`config.mk`:
```
export PLATFORM = sky130hd
export DESIGN_NAME = fetch_pc_unit
export DESIGN_NICKNAME = d
export VERILOG_FILES = /design/src/rtl/fetch_pc_unit_pkg.sv /design/src/rtl/fetch_pc_unit_adder.sv /design/src/rtl/fetch_pc_unit.sv
export SDC_FILE = /design/constraint.sdc
export NUM_CORES = 1
export LEC_CHECK = 0
export CAP_MARGIN = 20
export CORE_ASPECT_RATIO = 1.25
export CORE_MARGIN = 5
export CORE_UTILIZATION = 50
export CTS_CLUSTER_DIAMETER = 150
export DETAILED_ROUTE_END_ITERATION = 6
export DONT_BUFFER_PORTS = 1
export GPL_TIMING_DRIVEN = 1
export PLACE_DENSITY_LB_ADDON = 0.12
export SYNTH_ARGS = -nofsm -noshare
export SYNTH_HDL_FRONTEND = slang
export SYNTH_SLANG_ARGS = --single-unit
```
`constraint.sdc`:
```
create_clock -name clk -period 16.1 [get_ports clk]
set_input_delay 1.61 -clock clk [delete_from_list [all_inputs] [get_ports clk]]
set_output_delay 1.61 -clock clk [all_outputs]
set_load 0.1 [all_outputs]
```
`src/rtl/fetch_pc_unit_pkg.sv`:
```
`default_nettype none
// ============================================================================
// Module      : fetch_pc_unit_pkg
// Description : Shared CPU definitions for the fetch stage: the fetch
//               sequencer state encoding and the jump-field width.
// Revision    : 1.0 - initial release
// ============================================================================
package fetch_pc_unit_pkg;

    // Width of the absolute jump field carried in a jump instruction.
    localparam int JUMP_FIELD_W = 26;

    // Fetch sequencer states.
    typedef enum logic [1:0] {
        ST_IDLE  = 2'd0,
        ST_RUN   = 2'd1,
        ST_HOLD  = 2'd2,
        ST_FLUSH = 2'd3
    } fetch_state_t;

endpackage : fetch_pc_unit_pkg
`default_nettype wire

```
`src/rtl/fetch_pc_unit_adder.sv`:
```
`default_nettype none
// ============================================================================
// Module      : adder30Bit
// Description : Ripple-carry adder, sum = a + b + cin modulo 2^WIDTH.
//               The carry out of the top bit is intentionally discarded.
// Ports       : a, b   - addends
//               cin    - carry into bit 0
//               sum    - WIDTH-bit result
// Revision    : 1.0 - initial release
// ============================================================================
module adder30Bit #(
    parameter int WIDTH = 30
) (
    input  logic [WIDTH-1:0] a,
    input  logic [WIDTH-1:0] b,
    input  logic             cin,
    output logic [WIDTH-1:0] sum
);

    logic [WIDTH-1:0] w_carry;

    assign w_carry[0] = cin;

    for (genvar i = 0; i < WIDTH; i++) begin : g_bit
        assign sum[i] = a[i] ^ b[i] ^ w_carry[i];
        // The top bit's carry-out has nowhere to go, so it is not built.
        if (i < WIDTH - 1) begin : g_carry
            assign w_carry[i+1] = (a[i] & b[i]) | (w_carry[i] & (a[i] ^ b[i]));
        end
    end

endmodule : adder30Bit
`default_nettype wire

```
`src/rtl/fetch_pc_unit.sv`:
```
`default_nettype none
// ============================================================================
// Module      : fetch_pc_unit
// Description : Word-addressed program counter and fetch sequencer.
//               Advances sequentially when the instruction memory accepts
//               the fetch and decode is not stalling; redirects to a
//               PC-relative branch or absolute jump target and inserts one
//               bubble cycle (FLUSH) after each redirect.
// Ports       : clk, reset     - clock, synchronous active-high reset
//               stall          - hold sequential advance
//               branch_taken   - redirect to pc_plus1 + branch_offset
//               branch_offset  - two's-complement word offset
//               jump           - redirect to {pc_plus1[top], jump_target}
//               jump_target    - low 26 bits of the jump word address
//               fetch_ready    - memory accepts the current fetch
//               pc             - registered fetch word address
//               pc_plus1       - pc + 1 (combinational)
//               fetch_valid    - pc is a valid request (RUN or HOLD)
// Revision    : 1.0 - initial release
// ============================================================================
module fetch_pc_unit
    import fetch_pc_unit_pkg::*;
#(
    parameter int               WIDTH    = 30,
    parameter logic [WIDTH-1:0] RESET_PC = '0
) (
    input  logic                    clk,
    input  logic                    reset,
    input  logic                    stall,
    input  logic                    branch_taken,
    input  logic [WIDTH-1:0]        branch_offset,
    input  logic                    jump,
    input  logic [JUMP_FIELD_W-1:0] jump_target,
    input  logic                    fetch_ready,
    output logic [WIDTH-1:0]        pc,
    output logic [WIDTH-1:0]        pc_plus1,
    output logic                    fetch_valid
);

    localparam logic [WIDTH-1:0] C_ZERO = '0;

    fetch_state_t     r_state;
    fetch_state_t     w_state_next;
    logic [WIDTH-1:0] r_pc;
    logic [WIDTH-1:0] w_pc_next;
    logic [WIDTH-1:0] w_pc_plus1;
    logic [WIDTH-1:0] w_branch_pc;
    logic [WIDTH-1:0] w_jump_pc;
    logic [WIDTH-1:0] w_target;
    logic             w_redirect;
    logic             w_advance;

    // pc + 1 is formed as pc + 0 with carry-in set.
    adder30Bit #(.WIDTH(WIDTH)) u_inc (
        .a   (r_pc),
        .b   (C_ZERO),
        .cin (1'b1),
        .sum (w_pc_plus1)
    );

    // Branch offsets are relative to the instruction after the branch.
    adder30Bit #(.WIDTH(WIDTH)) u_branch (
        .a   (w_pc_plus1),
        .b   (branch_offset),
        .cin (1'b0),
        .sum (w_branch_pc)
    );

    assign w_jump_pc  = {w_pc_plus1[WIDTH-1:JUMP_FIELD_W], jump_target};
    assign w_redirect = jump | branch_taken;
    assign w_target   = jump ? w_jump_pc : w_branch_pc;   // jump wins
    assign w_advance  = fetch_ready & ~stall;

    always_comb begin
        w_state_next = r_state;
        w_pc_next    = r_pc;
        case (r_state)
            ST_IDLE: begin
                // Redirects are ignored here; pc is already the reset target.
                w_state_next = ST_RUN;
            end
            ST_RUN, ST_HOLD: begin
                if (w_redirect) begin
                    w_pc_next    = w_target;
                    w_state_next = ST_FLUSH;
                end else if (w_advance) begin
                    w_pc_next    = w_pc_plus1;
                    w_state_next = ST_RUN;
                end else begin
                    w_state_next = ST_HOLD;
                end
            end
            ST_FLUSH: begin
                // A redirect here replaces the target and stays in the bubble.
                if (w_redirect) begin
                    w_pc_next    = w_target;
                    w_state_next = ST_FLUSH;
                end else begin
                    w_state_next = ST_RUN;
                end
            end
            default: begin
                w_state_next = ST_IDLE;
            end
        endcase
    end

    always_ff @(posedge clk) begin
        if (reset) begin
            r_state <= ST_IDLE;
            r_pc    <= RESET_PC;
        end else begin
            r_state <= w_state_next;
            r_pc    <= w_pc_next;
        end
    end

    assign pc          = r_pc;
    assign pc_plus1    = w_pc_plus1;
    assign fetch_valid = (r_state == ST_RUN) || (r_state == ST_HOLD);

endmodule : fetch_pc_unit
`default_nettype wire

```
==> metrics.yaml, run 1 <==
clocking:
  tritoncts_num_sinks: 32
  cts-root-buf: "sky130_fd_sc_hd__clkbuf_8"
  cts_tree: "done"
  cts-root-to-sink-buffers: 2
  ctsHoldBuffers: 0
  clock_latency_ns: 0.28
  clock_tree.htree_level_count: 2
  clk_transition_reported_paths_ns: 0.07
  cts_buffers: 5
  postCtsSetupBuffers: 0
  cts_repair_resize_count: 0
timing:
  slew_headroom_pct: 22.7
  tightest_slew_ns: 1.16
  final.min_clock_period_ns: 13.63
  setup_viol: 0
  timing.final.max_slew_violations: 0
  finalWorstSetupSlack_ns: 2.47
  unrepaired_setup_endpoints_after_global_routing: "false"
  fin_clk_skew_ns: 0.00483
  finalSetupTns_ns: 0
  hold_viol: 0
  max_freq_ghz: 0.0734
  timing.final.crit_share_pct: 84.6
  minimum_hold_slack_ns: 0.627
cells_and_area:
  num-nets-final: 441
  drive_above_1_share_pct: 8.41
  n_antenna_cell: 0
  syn2layout_area_growth_pct: 1.91
floorplanning:
  floorplan.die_area_mm2: 0.00782
  core.rowCount: 32
  design.core.area_mm2: 0.00609
  floorplan.io_pins: 123
  die_h_um: 97.7
  chipWidth_um: 80.1
  starting_density_of_the_core_pct: 50.5
worst_setup_path:
  endpoint_kind: "register"
  crit_buf_inv: 3
  timing.critical_path.required_ns: 16.32
  cp_depth: 36
  timing.critical_path.mode_cell: "sky130_fd_sc_hd__fa_1"
  worstPathMaxFanout: 5
  timing.critical_path.slowest_stage_cell: "sky130_fd_sc_hd__dfxtp_1"
  max_stage_delay_ns: 1.02
  critPathArrivalTime_ns: 13.85
  worstSetupStartpointType: "register"
  timing.reg2reg.worst_path_depth: 36
  timing.critical_path.max_delay_family: "adder cells"
  path_class: "reg -> reg"
yosys:
  mappedNetlistNets: 456
  syn-mean-instance-area_um2: 9.17
  synth_top_flop_cell: "sky130_fd_sc_hd__dfxtp_1"
  synthArstFlopShare_pct: 0
  library_cells_used_by_synthesis: 35
  synthTopCellsByCount: "sky130_fd_sc_hd__inv_1 (58), sky130_fd_sc_hd__dfxtp_1 (32), sky130_fd_sc_hd__ha_1 (31), sky130_fd_sc_hd__fa_1 (28), sky130_fd_sc_hd__nor2_1 (28)"
  ys_top_cells_by_area: "sky130_fd_sc_hd__dfxtp_1 (21%), sky130_fd_sc_hd__fa_1 (18%), sky130_fd_sc_hd__ha_1 (13%)"
  yosysWarnings: 0
  number_of_synthesized_flops_with_an_enable_pin: 0
  post_synth_inst_count: 335
  yosys_register_bits: 32
  synth_most_common_cell: "sky130_fd_sc_hd__inv_1"
  yosysSeqAreaShare_pct: 20.8
  share_of_the_synthesized_area_in_the_top_cell_type_pct: 20.8
  synth_largest_area_cell: "sky130_fd_sc_hd__dfxtp_1"
  netlist_area_mm2: 0.00307
global_route:
  grt_remaining_overflow: 0
  global_route_wire_length_before_repair_um: 12100
  grtUsageTotal_pct: 19.6
  first_global_vias: 2478
  grt_max_degree: 47
  antenna_found_initial: 0
detailed_routing:
  routed_via_density: 5.62
  vias: 2280
  drc_marker_count_from_the_first_detailed_route_iteration: 64
  detail-route-antenna-nets: 0
  drc: 0
  post_drt_wl_per_cell_um: 18.0
  drtPass1Iterations: 4
  detail_route.wirelength_um: 7320
run:
  timing.max_cap.violations: 0
min_path:
  min-delay-path-class: "reg -> reg"
  timing.hold.worst_path_depth: 3
place:
  port_buffers: 0
  pre_cts_slack_ns: 2.48
  gp_routability_congestion: 0.732
  post-dp-hpwl_um: 5490
status:
  outcome: "finished, final reports clean"
## sequential cells by signal (all words and copies together), names as in the netlist
name     cells
pc          30
r_state      2
## stage by stage
step	area, um^2	utilization (%)	cells
after floorplan	3070	-	335
after global placement	3040	50.0	398
after detailed placement	3040	50.0	398
after CTS	3130	51.5	406
after global routing	3130	51.5	406
final	3130	51.5	406
## cell families (layout without fill, tap and decap cells)
logic type	after synthesis	in the layout	share of synthesized area [%]
flip-flops	32	32	20.8
XOR/XNOR	2	2	0.570
adder cells (fa/ha/maj)	59	59	30.9
buffers and inverters	80	66	11.8
AND/OR/NAND/NOR	80	80	12.6
AO/OA/AOI/OAI	66	66	18.0
multiplexers	16	16	5.29
## cell usage in the layout, fill, tap and decap left out
| cell | instances |
|---|---|
| sky130_fd_sc_hd__o22ai_1 | 14 |
| sky130_fd_sc_hd__nor3b_2 | 1 |
| sky130_fd_sc_hd__fa_1 | 28 |
| sky130_fd_sc_hd__or4_1 | 1 |
| sky130_fd_sc_hd__inv_1 | 58 |
| sky130_fd_sc_hd__nor2_1 | 28 |
| sky130_fd_sc_hd__a211o_1 | 13 |
| sky130_fd_sc_hd__nand2b_2 | 1 |
| sky130_fd_sc_hd__mux2_2 | 2 |
| sky130_fd_sc_hd__xor2_2 | 1 |
| sky130_fd_sc_hd__nand2_1 | 18 |
| sky130_fd_sc_hd__o22a_2 | 1 |
| sky130_fd_sc_hd__nand2b_1 | 14 |
| sky130_fd_sc_hd__nand4b_1 | 1 |
| sky130_fd_sc_hd__clkbuf_8 | 6 |
| sky130_fd_sc_hd__dfxtp_1 | 32 |
| sky130_fd_sc_hd__a21oi_1 | 13 |
| sky130_fd_sc_hd__a211oi_1 | 2 |
| sky130_fd_sc_hd__xnor2_1 | 1 |
| sky130_fd_sc_hd__and3_1 | 1 |
| sky130_fd_sc_hd__mux2i_1 | 14 |
| sky130_fd_sc_hd__or3_1 | 1 |
| sky130_fd_sc_hd__a2111oi_0 | 2 |
| sky130_fd_sc_hd__o21ba_2 | 1 |
| sky130_fd_sc_hd__a311oi_2 | 13 |
| sky130_fd_sc_hd__or2_1 | 1 |
| sky130_fd_sc_hd__ha_1 | 31 |
| sky130_fd_sc_hd__o21ai_0 | 5 |
| sky130_fd_sc_hd__nor3_1 | 11 |
| sky130_fd_sc_hd__clkbuf_1 | 2 |
| sky130_fd_sc_hd__o211ai_1 | 2 |
| sky130_fd_sc_hd__or2_4 | 1 |
| sky130_fd_sc_hd__nor2b_1 | 1 |
## layout make-up
type                            instances  area (um^2)
Fill cell                             613         2950
Multi-Input combinational cell        223         2080
Clock buffer                            8         90.1
Tap cell                               85          106
Sequential cell                        32          641
Inverter                               58          218
## worst register-to-register path, delay by kind of cell, from the launching register on
kind,cells,cell delay [ns]
adder cells (fa/ha/maj),29,11.35
flip-flops,1,1.02
AO/OA/AOI/OAI,2,0.56
buffers and inverters,3,0.28
XOR/XNOR,1,0.18
AND/OR/NAND/NOR,1,0.16
## layer usage
layer	global-route usage (%)	up-vias	wire length, um
met5	0	-	0
met4	5.72	0	76
met3	7.05	6	703
met2	33.7	94	3670
met1	22.3	1086	2870
li1	-	1094	-
## worst paths after layout
check	start	endpoint	slack, ns
worst max-delay path	pc[0]	pc[29]	2.47
worst min-delay path	r_state[1]	r_state[1]	0.63
worst max register to register	pc[0]	pc[29]	2.47
worst min register to register	r_state[1]	r_state[1]	0.63
Power of run 1 is left out: the tool's default activity adds up to more than one toggle a clock period on the data nets, which glitch-free logic cannot reach.
==> inputs of run 2 (changes only) <==
- clock period: 16.1 -> 11.82 ns (I/O delays scaled with it)
==> metrics.yaml, run 2 (same netlist as run 1, synthesis figures left out) <==
timing:
  max_freq_ghz: 0.0872
  timing.final.crit_share_pct: 97.1
  fin_clk_skew_ns: 0.00498  # +0.000158 ns
  tightest_slew_ns: 1.16  # -0.00234 ns
  slew_headroom_pct: 22.8  # +0.16 points
  unrepaired_setup_endpoints_after_global_routing: "false"
  final.min_clock_period_ns: 11.47
  timing.final.max_slew_violations: 0  # unchanged
  hold_viol: 0  # unchanged
  setup_viol: 0  # unchanged
  finalSetupTns_ns: 0  # unchanged
clocking:
  clock_latency_ns: 0.28  # about the same
  postCtsSetupBuffers: 0  # unchanged
  cts-root-to-sink-buffers: 2  # unchanged
  cts_buffers: 5  # unchanged
  cts-root-buf: "sky130_fd_sc_hd__clkbuf_8"
  tritoncts_num_sinks: 32  # unchanged
  cts_tree: "done"
  clock_tree.htree_level_count: 2  # unchanged
  clk_transition_reported_paths_ns: 0.07  # about the same
detailed_routing:
  post_drt_wl_per_cell_um: 17.9  # -0.64%
  detail_route.wirelength_um: 7630  # +4.2%
  vias: 2374  # +4.1%
  drc: 0  # unchanged
  routed_via_density: 5.57  # -0.77%
  drc_marker_count_from_the_first_detailed_route_iteration: 62  # -3.1%
  drtPass1Iterations: 4  # unchanged
  detail-route-antenna-nets: 0  # unchanged
place:
  gp_routability_congestion: 0.772  # +5.4%
  post-dp-hpwl_um: 5780  # +5.4%
  port_buffers: 0  # unchanged
worst_setup_path:
  timing.critical_path.required_ns: 12.03  # -4.29 ns
  critPathArrivalTime_ns: 11.69  # -2.16 ns
  worstSetupStartpointType: "primary input"
  worstPathMaxFanout: 4  # -1
  path_class: "in -> reg"
  timing.critical_path.slowest_stage_cell: "sky130_fd_sc_hd__fa_2"
  crit_buf_inv: 3  # unchanged
  endpoint_kind: "register"
  max_stage_delay_ns: 0.41  # -0.61 ns
  timing.critical_path.mode_cell: "sky130_fd_sc_hd__fa_2"
  timing.critical_path.max_delay_family: "adder cells"
floorplanning:
  starting_density_of_the_core_pct: 50.5  # unchanged
  design.core.area_mm2: 0.00609  # unchanged
  die_h_um: 97.7  # unchanged
  floorplan.io_pins: 123  # unchanged
  chipWidth_um: 80.1  # unchanged
  core.rowCount: 32  # unchanged
  floorplan.die_area_mm2: 0.00782  # unchanged
cells_and_area:
  n_antenna_cell: 0  # unchanged
  num-nets-final: 461  # +4.5%
  drive_above_1_share_pct: 24.3  # +16 points
  largest_register_ffs: 30  # unchanged
  syn2layout_area_growth_pct: 10.6
  final_core_util_pct: 55.8  # +4.4 points
  most-common-layout-cells: "sky130_fd_sc_hd__inv_1 (56), sky130_fd_sc_hd__ha_1 (29), sky130_fd_sc_hd__dfxtp_1 (29)"
  layout_commonest_cell: "sky130_fd_sc_hd__inv_1"
global_route:
  gr-usage-met3_pct: 6.12  # -0.93 points
  first_global_vias: 2383  # -3.8%
  grtUsageMet1_pct: 25.2  # +2.9 points
  global_route_wire_length_before_repair_um: 12400  # +2.6%
  layer_carrying_the_most_global_route_usage: "met2"
  grt_remaining_overflow: 0  # unchanged
  met2_usage_pct: 33.4  # -0.26 points
  grtUsageTotal_pct: 19.9  # +0.38 points
  grt_max_degree: 47  # unchanged
  antenna_found_initial: 0  # unchanged
min_path:
  min-delay-path-class: "reg -> reg"
run:
  timing.max_cap.violations: 0  # unchanged
status:
  outcome: "finished, final reports clean"
## run 2: cell types whose count changed in the layout (fill, tap and decap cells not counted), moves of 3 or more
cell | previous run | this run
sky130_fd_sc_hd__buf_4 | 0 | 20
sky130_fd_sc_hd__dfxtp_1 | 32 | 29
sky130_fd_sc_hd__dfxtp_2 | 0 | 3
sky130_fd_sc_hd__fa_1 | 28 | 1
sky130_fd_sc_hd__fa_2 | 0 | 27
## run 2: tightest hold or removal path, delay by kind of cell, from the launching register on
family,cells,cell delay [ns]
simple gates,1,0.08
compound gates,1,0.06
flops,1,0.37
## run 2: metal layers
metal  share of wire (%)  wire length, um  up-vias
met5                   0                0        -
met4                0.66               50        0
met3                 8.7              661        6
met2                  51             3880       92
met1                  40             3040     1139
li1                    -                -     1137
## run 2: path summary, 6_finish.rpt
kind	start	cells after the start	to	slack [ns]
max	branch_offset[0]	36	pc[29]	0.35
min	pc[0]	2	pc[0]	0.56
max reg2reg	pc[0]	36	pc[29]	0.71
min reg2reg	pc[0]	2	pc[0]	0.56
## run 2: cell type report
cell class | instances | area (um^2)
inverters | 58 | 221
clock buffers | 8 | 90.1
multi-input cells | 223 | 2190
repair buffers | 20 | 150
well taps | 85 | 106
fillers | 591 | 2690
flip-flops and latches | 32 | 644
## run 2: timing repair
action	4_1_cts	5_1_grt
hold buffers	0	0
resized for setup	8	11
gates cloned	0	0
pin swaps	2	4
endpoints found under the setup margin	1	1
## run 2: through the flow
| stage | hold WS [ns] | setup WS (ns) | cells | instance area [um^2] |
|---|---|---|---|---|
| 2_1_floorplan | 0.577 | 0.0186 | 335 | 3140 |
| 3_3_place_gp | 0.546 | -0.267 | 418 | 3260 |
| 3_5_place_dp | 0.543 | -0.478 | 418 | 3260 |
| 4_1_cts | 0.558 | 0.0292 | 426 | 3370 |
| 5_1_grt | 0.580 | 0.0308 | 426 | 3400 |
| 6_report | 0.558 | 0.347 | 426 | 3400 |
Power of run 2 is left out for the same reason.
